### src/rtl/pipeline_hazard_ctrl.sv
// -----------------------------------------------------------------------------
// pipeline_hazard_ctrl
//   Sequencer for a 5-stage MIPS pipeline. It watches the load in EX against the
//   source registers of the instruction in ID and inserts a single-cycle
//   load-use stall. When MEM reports a taken branch (pcsrc), it squashes the
//   younger instructions in IF/ID, ID/EX and EX/MEM and then holds a flush
//   window. Stall and flush events are counted in saturating debug counters.
//
// Handshake / timing contract:
//   There is no valid/ready handshake. Every control output is a same-cycle,
//   combinational function of the current FSM state and the inputs, and the
//   pipeline registers act on it at the next rising edge of clk. While rst is
//   high the front end is frozen (pc_write=0, ifid_write=0) and all three
//   flush strobes are high.
//
// Ports:
//   clk          in   pipeline clock, rising edge
//   rst          in   asynchronous, active-high reset
//   pcsrc        in   taken branch, registered in MEM
//   ex_memread   in   instruction in EX is a load
//   ex_rt        in   destination rt of the instruction in EX
//   id_rs        in   rs of the instruction in ID
//   id_rt        in   rt of the instruction in ID
//   id_uses_rt   in   instruction in ID reads rt
//   pc_write     out  PC load enable
//   ifid_write   out  IF/ID load enable
//   ifid_flush   out  zero IF/ID on the next edge
//   idex_flush   out  zero ID/EX control bits on the next edge
//   exmem_flush  out  zero EX/MEM control bits on the next edge
//   state        out  FSM state: 0 RUN, 1 STALL, 2 FLUSH
//   stall_count  out  load-use stalls taken, saturating
//   flush_count  out  branch flushes taken, saturating
// -----------------------------------------------------------------------------
module pipeline_hazard_ctrl #(
   parameter int REG_W        = 5,
   parameter int FLUSH_CYCLES = 3,
   parameter int CNT_W        = 16
) (
   input  logic             clk,
   input  logic             rst,
   input  logic             pcsrc,
   input  logic             ex_memread,
   input  logic [REG_W-1:0] ex_rt,
   input  logic [REG_W-1:0] id_rs,
   input  logic [REG_W-1:0] id_rt,
   input  logic             id_uses_rt,
   output logic             pc_write,
   output logic             ifid_write,
   output logic             ifid_flush,
   output logic             idex_flush,
   output logic             exmem_flush,
   output logic [1:0]       state,
   output logic [CNT_W-1:0] stall_count,
   output logic [CNT_W-1:0] flush_count
);

   typedef enum logic [1:0] {
      ST_RUN     = 2'd0,
      ST_STALL   = 2'd1,
      ST_FLUSH   = 2'd2,
      ST_ILLEGAL = 2'd3
   } state_t;

   // The window counter only ever holds FLUSH_CYCLES-1 down to 1.
   localparam int WIN_W = (FLUSH_CYCLES > 1) ? $clog2(FLUSH_CYCLES) : 1;
   localparam logic [WIN_W-1:0] WIN_LOAD = WIN_W'(FLUSH_CYCLES - 1);
   localparam logic [WIN_W-1:0] WIN_ONE  = WIN_W'(1);
   // A one-cycle window is just the pcsrc cycle itself, so go straight back to RUN.
   localparam state_t BRANCH_NEXT = (FLUSH_CYCLES > 1) ? ST_FLUSH : ST_RUN;

   state_t           state_q, state_d;
   logic [WIN_W-1:0] win_q, win_d;
   logic             hazard;
   logic             stall_inc;
   logic             flush_inc;

   assign hazard = ex_memread && (ex_rt != '0) &&
                   ((ex_rt == id_rs) || (id_uses_rt && (ex_rt == id_rt)));

   // Next-state and control outputs.
   always_comb begin
      state_d     = state_q;
      win_d       = win_q;
      pc_write    = 1'b1;
      ifid_write  = 1'b1;
      ifid_flush  = 1'b0;
      idex_flush  = 1'b0;
      exmem_flush = 1'b0;
      stall_inc   = 1'b0;
      flush_inc   = 1'b0;

      case (state_q)
         ST_RUN: begin
            // A taken branch wins; a load-use hazard in the same cycle belongs to
            // a squashed instruction and is dropped.
            if (pcsrc) begin
               ifid_flush  = 1'b1;
               idex_flush  = 1'b1;
               exmem_flush = 1'b1;
               flush_inc   = 1'b1;
               win_d       = WIN_LOAD;
               state_d     = BRANCH_NEXT;
            end else if (hazard) begin
               pc_write   = 1'b0;
               ifid_write = 1'b0;
               idex_flush = 1'b1;
               stall_inc  = 1'b1;
               state_d    = ST_STALL;
            end
         end
         ST_STALL: begin
            // The bubble is now in EX, so the hazard has resolved; only a branch
            // can redirect this cycle.
            if (pcsrc) begin
               ifid_flush  = 1'b1;
               idex_flush  = 1'b1;
               exmem_flush = 1'b1;
               flush_inc   = 1'b1;
               win_d       = WIN_LOAD;
               state_d     = BRANCH_NEXT;
            end else begin
               state_d = ST_RUN;
            end
         end
         ST_FLUSH: begin
            // pcsrc here can only come from a squashed slot, so it is ignored.
            idex_flush  = 1'b1;
            exmem_flush = 1'b1;
            win_d       = win_q - WIN_ONE;
            if (win_q <= WIN_ONE) begin
               state_d = ST_RUN;
            end
         end
         default: begin
            state_d = ST_RUN;
         end
      endcase

      if (rst) begin
         pc_write    = 1'b0;
         ifid_write  = 1'b0;
         ifid_flush  = 1'b1;
         idex_flush  = 1'b1;
         exmem_flush = 1'b1;
      end
   end

   always_ff @(posedge clk or posedge rst) begin
      if (rst) begin
         state_q <= ST_RUN;
         win_q   <= '0;
      end else begin
         state_q <= state_d;
         win_q   <= win_d;
      end
   end

   // Saturating event counters.
   always_ff @(posedge clk or posedge rst) begin
      if (rst) begin
         stall_count <= '0;
         flush_count <= '0;
      end else begin
         if (stall_inc && (stall_count != '1)) begin
            stall_count <= stall_count + CNT_W'(1);
         end
         if (flush_inc && (flush_count != '1)) begin
            flush_count <= flush_count + CNT_W'(1);
         end
      end
   end

   assign state = state_q;

endmodule

### config.mk
export PLATFORM = sky130hd
export DESIGN_NAME = pipeline_hazard_ctrl
export DESIGN_NICKNAME = d
export VERILOG_FILES = /design/src/rtl/pipeline_hazard_ctrl.sv
export SDC_FILE = /design/constraint.sdc
export NUM_CORES = 1
export LEC_CHECK = 0
export CAP_MARGIN = 20
export CORE_MARGIN = 4
export CORE_UTILIZATION = 45
export CTS_BUF_LIST = sky130_fd_sc_hd__clkbuf_8
export DETAILED_ROUTE_END_ITERATION = 8
export PLACE_DENSITY = 0.88
export SLEW_MARGIN = 10
export SYNTH_ARGS = -nofsm -noshare
export SYNTH_HDL_FRONTEND = slang
export SYNTH_SLANG_ARGS = --single-unit
### constraint.sdc
create_clock -name clk -period 2.8 [get_ports clk]
set_input_delay 0.28 -clock clk [delete_from_list [all_inputs] [get_ports clk]]
set_output_delay 0.28 -clock clk [all_outputs]
set_load 0.02 [all_outputs]
==> metrics.md, run 1 <==
| Metric | Value |
|---|---|
| MaxCap Viol Count | 0 |
| Clock buffer count from CTS | 5 |
| Synthesis-stage register bit count | 36 |
| Core footprint | 4030 um^2 |
| Critical Path Sink Type | primary output |
| DRT Pass-1 Iters | 4 |
| Post-CTS Setup Inserts | 0 |
| Total Routing Usage GR | 17.4% |
| Top_reg_cell synth | dfrtp_1 |
| ANT nets after route | 0 |
| Post-synthesis simple-gate area fraction | 23.4% |
| RSZ-0062 raised after global routing | false |
| # diodes | 0 |
| Initial antenna violation count | 0 |
| Ys async rst share | 100% |
| Worst-case clock buffer depth | 2 |
| Worst path bufs/invs | 2 |
| Area share of the largest cell type after synthesis | 47.8% |
| Hold_buf cts | 0 |
| Layout cells sized above 1 | 6.48% |
| Final worst-path cycle share | 94.3% |
| Synth Area in XOR/XNOR | 17.7% |
| Synth Area in Adders | 1.99% |
| Slew Limit Fails | 0 |
| Rel. slew slack | 58.0% |
| # setup viols final | 0 |
| CTS H-tree depth | 2 |
| Final Skew | 5.75 ps |
| Crit path launch type | primary input |
| Num rows | 23 |
| Clock-pin slew on the worst setup and hold paths | 70 ps |
| Hold Vio Cnt, Final | 0 |
| Post_cts resized | 0 |
| Register area | 901 um^2 |
| CTS tree | done |
| Multi-input gate area | 952 um^2 |
| Vias per inst | 5.31 |
| Worst skew pair latency | 290 ps |
| Cell taking the most area after synthesis | dfrtp_1 |
| Die X | 72.7 um |
| Hold WC Path Type | primary input to async pin |
| Synth-to-Final Area Change | 39.6% |
| IO Port Bufs | 58 |
| Initial Util | 46.8% |
| WS Path Type | primary input to primary output |
| Worst EP required | 2520 ps |
| Vias | 1577 |
| Register area share after synthesis | 47.8% |
| Gpl congestion | 0.796 |
| Setup WS pre-CTS | 132 ps |
| Worst endpoint data arrival time | 2360 ps |
| Grt ovf | 0 |
| Pleak | 1.14 nW |
| Vias in the first global route | 1552 |
| Critical Path Max Stage Delay | 650 ps |
| Slowest CP cell | clkdlybuf4s50_1 |
| Drt first-iter violations | 121 |
| HPWL after detailed placement | 3260 um |
| Slew @ Worst Pin | 630 ps |
| Clock root buffer | clkbuf_8 |
| Total Neg Setup Slack | 0 ps |
| I/O pin total | 59 |
| CTS sink count | 36 |
| First-pass GRT wire length | 7210 um |
| Largest family of logic cells by synthesized area | simple AND/OR/NAND/NOR gates |
| Largest net degree at the start of global routing | 37 |
| Post-synth cell types | 37 |
| Nets | 269 |
| Synth Instances | 180 |
| Critical path, cell by cell | clkdlybuf4s50_1 > or4_4 > o211ai_4 > nor2_1 > nor2_1 > clkdlybuf4s50_1 |
| Post-synth EDFFs | 0 |
| Crit Path Max Fanout | 3 |
| Fmax | 379 MHz |
| Fillers | 335 |
| Routed wire length | 4290 um |
| Die height | 72.7 um |
| Status | completed |
| Post-Syn Nets | 203 |
| Minimum clock period | 2640 ps |
| Top delay family on crit path | buffers and inverters |
| Synth Warn # | 0 |
| P per Cell Area | 600 nW/um^2 |
| Mean Syn Cell Area | 10.5 um^2 |
| Peak supply drop | 0.387 mV |
| Fraction of synthesized area in multiplexers | 1.20% |
| Drc violations | 0 |
| Post-Syn Area | 1880 um^2 |
| Synth top area cells | dfrtp_1 48%, xnor2_1 11%, xor2_1 6.5% |
| Final worst slack | 160 ps |
| Synth Area in Compound Gates | 6.24% |
| Wire length per cell | 14.4 um |
| Die area | 5290 um^2 |
-- registers in the layout, summed over array words and instances (netlist names) --
signal,flops
stall_count,16
flush_count,16
win_q,2
state,2
-- cell families after synthesis --
logic type / after synthesis
AND/OR/NAND/NOR: 80
XOR/XNOR: 38
flip-flops: 36
AO/OA/AOI/OAI: 14
buffers and inverters: 7
adder cells (fa/ha/maj): 3
multiplexers: 2
-- layout by cell type (no fill, tap or decap), drive strengths merged, types with 2 or more instances in the layout --
cell type | netlist | final
clkdlybuf4s50 | 0 | 58
dfrtp | 36 | 36
xnor2 | 24 | 24
nor2 | 16 | 16
xor2 | 14 | 14
nand2 | 13 | 13
nand3 | 12 | 12
nand4 | 8 | 8
inv | 5 | 6
and3 | 6 | 6
clkbuf | 0 | 6
nor4 | 6 | 6
nor3 | 5 | 5
o21ai | 3 | 3
ha | 3 | 3
buf | 2 | 3
a21oi | 3 | 3
and4 | 2 | 2
nor2b | 2 | 2
nand2b | 2 | 2
mux2 | 2 | 2
nor3b | 2 | 2
-- routing by layer --
| layer | GRT usage, % | part of all wire, % | vias up | wire (um) |
|---|---|---|---|---|
| li1 | - | - | 776 | - |
| met1 | 22.0 | 43 | 741 | 1860 |
| met2 | 28.7 | 48 | 53 | 2070 |
| met3 | 4.96 | 6.6 | 7 | 281 |
| met4 | 5.94 | 1.7 | 0 | 72 |
| met5 | 0 | 0 | - | 0 |
-- final cells by class --
cell class	count	area share, %
well taps	50	2.38
multi-input cells	137	36.2
inverters	5	0.713
clock buffers	6	3.14
flip-flops and latches	36	34.2
clock inverters	2	0.428
repair buffers	61	22.9
-- through the flow --
stage	utilization (%)	instances	total power (W)	hold WS, ps	instance area, um^2
CTS	65.3	297	0.00160	480	2630
finish	65.3	297	0.00158	463	2630
global route	65.3	297	0.00168	524	2630
global placement	63.0	289	0.00119	475	2540
floorplan	-	180	0.000965	447	1880
detailed placement	63.0	289	0.00121	497	2540
-- synthesized netlist by cell type (all sizes together) (2+ instances only) --
cell type	number
mux2	2
nand2b	2
a21oi	3
nor4	6
nand3	12
nand2	13
buf	2
nor3	5
inv	5
nand4	8
dfrtp	36
nor2b	2
xor2	14
nor2	16
ha	3
xnor2	24
and3	6
and4	2
o21ai	3
nor3b	2
-- report_power, final --
group          switching, W  internal [W]
registers         0.0000839      0.000595
clock network      0.000184      0.000196
logic              0.000272      0.000249
-- worst reg2reg max path, delay by kind of cell, from the launching register on --
family / cells / cell delay, ps
simple gates: 3 / 570
flops: 1 / 450
mux: 1 / 340
fa+ha+maj: 1 / 270
compound gates: 1 / 160
-- worst paths after layout --
| check | start | to | slack, ps | cells after the start |
|---|---|---|---|---|
| min in group clk | flush_count[9]$_DFFE_PP0P_ | flush_count[9]$_DFFE_PP0P_ | 510 | 1 |
| worst min-delay path | rst | flush_count[4]$_DFFE_PP0P_ | 460 | 3 |
| worst max register to register | stall_count[0]$_DFFE_PP0P_ | stall_count[1]$_DFFE_PP0P_ | 870 | 6 |
| max in group asynchronous | rst | stall_count[11]$_DFFE_PP0P_ | 2010 | 3 |
| worst max-delay path | ex_rt[1] | pc_write | 160 | 6 |
| worst min register to register | flush_count[9]$_DFFE_PP0P_ | flush_count[9]$_DFFE_PP0P_ | 510 | 1 |
Power figures use the tool's default switching activity.
==> run 2, diff against run 1 <==
Settings changed: CELL_PAD_IN_SITES_DETAIL_PLACEMENT set to 1, CELL_PAD_IN_SITES_GLOBAL_PLACEMENT set to 2, CORE_UTILIZATION 45 to 31, PLACE_DENSITY 0.88 to 0.95.
==> run 2 against run 1 <==
  * Final cell count increased by 8.8%
  * Via count grew 0.25%
  * Die area up 40%
  * Non-clock buffer count grew 1
  * Setup slack worse by 8.9 ps
  * Utilization decreased by 20 points
  * Largest cell class unchanged
  * Critical path depth unchanged
  * Clock skew is 1.2 ps lower
  * Sequential share of layout area is 0.48 points lower
  * Largest power group unchanged
  * Combinational power up 1%
  * Maximum frequency down 0.34%
  * First-iteration DRC count decreased by 56%
  * Highest routed layer unchanged
==> metrics.md, run 2 (synthesis results as in run 1) <==
| Metric | Value |
|---|---|
| Status | completed (unchanged) |
| CTS sink count | 36 (unchanged) |
| Vias | 1581 (was 1577) |
| Nets | 270 (was 269) |
| Vias per inst | 4.89 (was 5.31) |
| Critical path, cell by cell | clkdlybuf4s50_1 > or4_4 > o211ai_4 > nor2_1 > nor2_1 > clkdlybuf4s50_1 (unchanged) |
| Clock buffer count from CTS | 5 (unchanged) |
| Hold_buf cts | 0 (unchanged) |
| Commonest non-fill, non-tap cell in the layout | clkdlybuf4s50_1 (unchanged) |
| Reg2reg start | state[1]$_DFFE_PP0P_ (was stall_count[0]$_DFFE_PP0P_) |
| Slew @ Worst Pin | 687 ps (was 630 ps) |
| Design Power | 0.00159 W (was 0.00158 W) |
| Initial Util | 31.8% (was 46.8%) |
| Most frequent cells in the layout | 58 x clkdlybuf4s50_1, 36 x dfrtp_1, 24 x xnor2_1, 16 x nor2_1, 14 x xor2_1 (unchanged) |
| Post_cts resized | 0 (unchanged) |
| Worst path bufs/invs | 2 (unchanged) |
| Largest net degree at the start of global routing | 20 (was 37) |
| Levels on crit path | 6 (unchanged) |
| Reg2Reg Depth | 5 (was 6) |
| Clock root buffer | clkbuf_8 (unchanged) |
| CTS tree | done (unchanged) |
| Synth-to-Final Area Change | 41.6% (was 39.6%) |
| Total Neg Setup Slack | 0 ps (unchanged) |
| Vias in the first global route | 1724 (was 1552) |
| Drt first-iter violations | 53 (was 121) |
| Die height | 86.0 um (was 72.7 um) |
| HPWL after detailed placement | 3770 um (was 3260 um) |
| RSZ-0062 raised after global routing | false (unchanged) |
| WS Path Type | primary input to primary output (unchanged) |
| Die area | 7390 um^2 (was 5290 um^2) |
| Peak supply drop | 0.302 mV (was 0.387 mV) |
| Routed wire length | 4800 um (was 4290 um) |
| Grt ovf | 0 (unchanged) |
| I/O pin total | 59 (unchanged) |
| First-pass GRT wire length | 8360 um (was 7210 um) |
| Layout cells sized above 1 | 7.26% (was 6.48%) |
| CTS H-tree depth | 2 (unchanged) |
| # diodes | 0 (unchanged) |
| Core footprint | 5920 um^2 (was 4030 um^2) |
| Rel. slew slack | 54.1% (was 58.0%) |
| Top flop regs | flush_count (16), stall_count (16) (unchanged) |
| Pleak | 1.14 nW (about the same) |
| Fmax | 378 MHz (was 379 MHz) |
| Initial antenna violation count | 0 (unchanged) |
| Top delay family on crit path | buffers and inverters (unchanged) |
| Worst EP required | 2520 ps (about the same) |
| P per Cell Area | 596 nW/um^2 (was 600 nW/um^2) |
| Post-CTS Setup Inserts | 0 (unchanged) |
| Slew Limit Fails | 0 (unchanged) |
| Wire length per cell | 14.9 um (was 14.4 um) |
| ANT nets after route | 0 (unchanged) |
| DRT Pass-1 Iters | 4 (unchanged) |
| Critical Path Sink Type | primary output (unchanged) |
| Crit path launch type | primary input (unchanged) |
| Crit path from | ex_rt[1] (unchanged) |
| Minimum clock period | 2650 ps (was 2640 ps) |
| Critical Path Max Stage Delay | 630 ps (was 650 ps) |
| Die X | 86.0 um (was 72.7 um) |
| Worst-case clock buffer depth | 2 (unchanged) |
| MaxCap Viol Count | 0 (unchanged) |
| Total Routing Usage GR | 14.3% (was 17.4%) |
| Design Area, Final | 2670 um^2 (was 2630 um^2) |
| Hold Vio Cnt, Final | 0 (unchanged) |
| Clock-pin slew on the worst setup and hold paths | 70 ps (about the same) |
| Gpl congestion | 0.763 (was 0.796) |
| Worst endpoint data arrival time | 2370 ps (was 2360 ps) |
| IO Port Bufs | 58 (unchanged) |
| Final Core Density | 45.1% (was 65.3%) |
| Hold WC Path Type | primary input to async pin (unchanged) |
| Slowest CP cell | clkdlybuf4s50_1 (unchanged) |
| Crit Path Max Fanout | 3 (unchanged) |
| Final worst-path cycle share | 94.6% (was 94.3%) |
| Final Skew | 4.54 ps (was 5.75 ps) |
| Worst skew pair latency | 290 ps (about the same) |
| Drc violations | 0 (unchanged) |
| Placed cell area | 2580 um^2 (was 2540 um^2) |
| Num rows | 28 (was 23) |
| # setup viols final | 0 (unchanged) |
==> run 2: changes by cell type in the layout (fill, tap and decap cells not counted), sizes merged <==
cell,previous run,this run
buf,3,4
clkinv,0,2
clkinvlp,1,0
inv,6,5
==> run 2: where the power goes <==
group / total (W) / internal, W / switching, W
clock network: 0.000381 / 0.000196 / 0.000185
registers: 0.000683 / 0.000595 / 0.0000878
logic: 0.000527 / 0.000250 / 0.000277
==> run 2: metrics by stage <==
stage | hold WS [ps] | std cells | setup slack, ps
6_report | 459 | 323 | 151
5_1_grt | 524 | 323 | 44.2
4_1_cts | 489 | 323 | 111
3_5_place_dp | 489 | 315 | 114
3_3_place_gp | 473 | 315 | 186
2_1_floorplan | 447 | 180 | 793
==> run 2: path summary, 6_finish.rpt <==
check	slack, ps	end
worst min-delay path	460	state[1]$_DFFE_PP0P_
worst max-delay path	150	pc_write
worst min register to register	490	flush_count[6]$_DFFE_PP0P_
min in group clk	490	flush_count[6]$_DFFE_PP0P_
worst max register to register	870	flush_count[15]$_DFFE_PP0P_
max in group asynchronous	1630	stall_count[11]$_DFFE_PP0P_
==> run 2: cell type report <==
type / instances / area [um^2]
Clock buffer: 6 / 82.6
Clock inverter: 2 / 10.0
Tap cell: 75 / 93.8
Multi-Input combinational cell: 137 / 952
Sequential cell: 36 / 901
Inverter: 5 / 18.8
Fill cell: 667 / 3250
Timing Repair Buffer: 62 / 611
==> run 2: per-layer routing <==
metal,global-route usage [%],wire length [um]
met1,17.9,2160
met2,24.2,2390
met3,4.13,216
met4,3.17,31
met5,0,0
==> run 3, diff against run 2 <==
Settings changed: CELL_PAD_IN_SITES_GLOBAL_PLACEMENT 2 to 1, CORE_UTILIZATION 31 to 39, SKIP_LAST_GASP set to 1.
==> run 3 against run 2 <==
  * Die area down 19%
  * Critical path depth unchanged
  * Sequential share of layout area grew 0.53 points
  * Worst hold slack lost 140 ps
  * Final cell count down 6.8%
  * Utilization increased by 11 points
  * Largest cell class unchanged
==> metrics.md, run 3 (synthesis results as in run 1) <==
| Metric | Value |
|---|---|
| Commonest non-fill, non-tap cell in the layout | clkdlybuf4s50_1 (unchanged) |
| Worst-case clock buffer depth | 2 (unchanged) |
| Post-CTS Setup Inserts | 0 (unchanged) |
| First-pass GRT wire length | 8800 um (was 8360 um) |
| Top flop regs | flush_count (16), stall_count (16) (unchanged) |
| Clock-pin slew on the worst setup and hold paths | 70 ps (about the same) |
| Placed instance count | 294 (was 315) |
| Routed wire length | 5130 um (was 4800 um) |
| CTS tree | done (unchanged) |
| Top delay family on crit path | buffers and inverters (unchanged) |
| Hold WC Path Type | primary input to async pin (unchanged) |
| Worst skew pair latency | 290 ps (about the same) |
| Die height | 77.5 um (was 86.0 um) |
| Peak supply drop | 0.288 mV (was 0.302 mV) |
| Final std cells w/o fill | 301 (was 323) |
| Vias in the first global route | 1829 (was 1724) |
| Initial antenna violation count | 0 (unchanged) |
| Nets | 270 (unchanged) |
| IO Port Bufs | 58 (unchanged) |
| Layout cells sized above 1 | 6.48% (was 7.26%) |
| Worst path bufs/invs | 2 (unchanged) |
| Design Power | 0.00156 W (was 0.00159 W) |
| WS Path Type | primary input to primary output (unchanged) |
| Total Routing Usage GR | 18.3% (was 14.3%) |
| Most frequent cells in the layout | 58 x clkdlybuf4s50_1, 36 x dfrtp_1, 24 x xnor2_1, 16 x nor2_1, 14 x xor2_1 (unchanged) |
| Worst EP required | 2520 ps (about the same) |
| Vias per inst | 5.39 (was 4.89) |
| Core footprint | 4690 um^2 (was 5920 um^2) |
| Final Skew | 6.76 ps (was 4.54 ps) |
| Slowest CP cell | clkdlybuf4s50_1 (unchanged) |
| Final worst-path cycle share | 94.8% (was 94.6%) |
| I/O pin total | 59 (unchanged) |
| Status | completed (unchanged) |
| Num rows | 25 (was 28) |
| Pleak | 1.14 nW (about the same) |
| Grt ovf | 0 (unchanged) |
| CTS sink count | 36 (unchanged) |
| ANT nets after route | 0 (unchanged) |
| Slew Limit Fails | 0 (unchanged) |
| DRT Pass-1 Iters | 4 (unchanged) |
| Total Neg Setup Slack | 0 ps (unchanged) |
| Fillers | 533 (was 667) |
| R2r setup slk | 860 ps (was 870 ps) |
| Worst endpoint data arrival time | 2370 ps (about the same) |
| Hold Vio Cnt, Final | 0 (unchanged) |
| Drt first-iter violations | 103 (was 53) |
| MaxCap Viol Count | 0 (unchanged) |
| Die area | 6010 um^2 (was 7390 um^2) |
| Vias | 1622 (was 1581) |
| # diodes | 0 (unchanged) |
| Wire length per cell | 17.1 um (was 14.9 um) |
| Slew @ Worst Pin | 514 ps (was 687 ps) |
| Critical Path Sink Type | primary output (unchanged) |
| Rel. slew slack | 65.5% (was 54.1%) |
| P per Cell Area | 594 nW/um^2 (was 596 nW/um^2) |
| Crit Path Max Fanout | 3 (unchanged) |
| Placed cell area | 2550 um^2 (was 2580 um^2) |
| Crit path from | ex_rt[1] (unchanged) |
| Largest net degree at the start of global routing | 28 (was 20) |
| Synth-to-Final Area Change | 39.4% (was 41.6%) |
| # setup viols final | 0 (unchanged) |
| Drc violations | 0 (unchanged) |
| Die X | 77.5 um (was 86.0 um) |
| Crit path launch type | primary input (unchanged) |
| Minimum clock period | 2650 ps (about the same) |
| CTS H-tree depth | 2 (unchanged) |
| Post_cts resized | 0 (unchanged) |
| Critical path, cell by cell | clkdlybuf4s50_1 > or4_4 > o211ai_4 > nor2_1 > nor2_1 > clkdlybuf4s50_1 (unchanged) |
| Design Area, Final | 2630 um^2 (was 2670 um^2) |
| Initial Util | 40.2% (was 31.8%) |
| Reg2reg start | stall_count[8]$_DFFE_PP0P_ (was state[1]$_DFFE_PP0P_) |
| HPWL after detailed placement | 4020 um (was 3770 um) |
| Critical Path Max Stage Delay | 620 ps (was 630 ps) |
| Gpl congestion | 0.775 (was 0.763) |
| Clock root buffer | clkbuf_8 (unchanged) |
| Clock buffer count from CTS | 5 (unchanged) |
| Fmax | 377 MHz (was 378 MHz) |
| Hold_buf cts | 0 (unchanged) |
| RSZ-0062 raised after global routing | false (unchanged) |
==> run 3: cell count changes in the layout (fill, tap and decap cells not counted), sizes merged <==
cell and delta:
clkinv -1, clkbuf -1, inv +1
==> run 3: area by class of cell <==
| cell class | count | area (um^2) | area share, % |
|---|---|---|---|
| sequential | 36 | 901 | 34.3 |
| inverter | 5 | 18.8 | 0.714 |
| tap | 54 | 67.6 | 2.57 |
| timing repair buffer | 62 | 611 | 23.2 |
| multi-input combinational | 137 | 952 | 36.2 |
| clock inverter | 2 | 8.76 | 0.333 |
| clock buffer | 5 | 68.8 | 2.62 |
==> run 3: path summary, 6_finish.rpt <==
kind                                          endpoint  cells after the start
min in group clk            flush_count[6]$_DFFE_PP0P_                      1
max reg2reg                 stall_count[1]$_DFFE_PP0P_                      5
max in group asynchronous  stall_count[13]$_DFFE_PP0P_                      3
min                        flush_count[13]$_DFFE_PP0P_                      2
max                                           pc_write                      6
min reg2reg                 flush_count[6]$_DFFE_PP0P_                      1
==> run 3: routing by layer <==
layer  global-route usage, %  part of all wire, %
met5                       0                    0
met1                    21.9                   42
met4                    6.76                  1.6
met2                    32.1                   52
met3                    3.94                  4.0
==> run 3: report_power, final <==
part,internal (W),total (W),switching (W)
Combinational,0.000250,0.000531,0.000282
Clock,0.000165,0.000344,0.000178
Sequential,0.000595,0.000684,0.0000891
==> run 3: per-stage QoR <==
stage	util [%]	setup slack [ps]	hold WS, ps
6_report	56.0	145	322
5_1_grt	56.0	26.1	360
4_1_cts	56.0	135	332
3_5_place_dp	54.3	137	479
3_3_place_gp	54.3	197	472
2_1_floorplan	-	793	447
==> run 3: worst register-to-register path, stage by stage, from the launching register on <==
cell and delay, ps:
dfrtp_1 450, nand4_1 230, nor4_2 510, a21oi_4 160, nand2_1 140, mux2_2 340
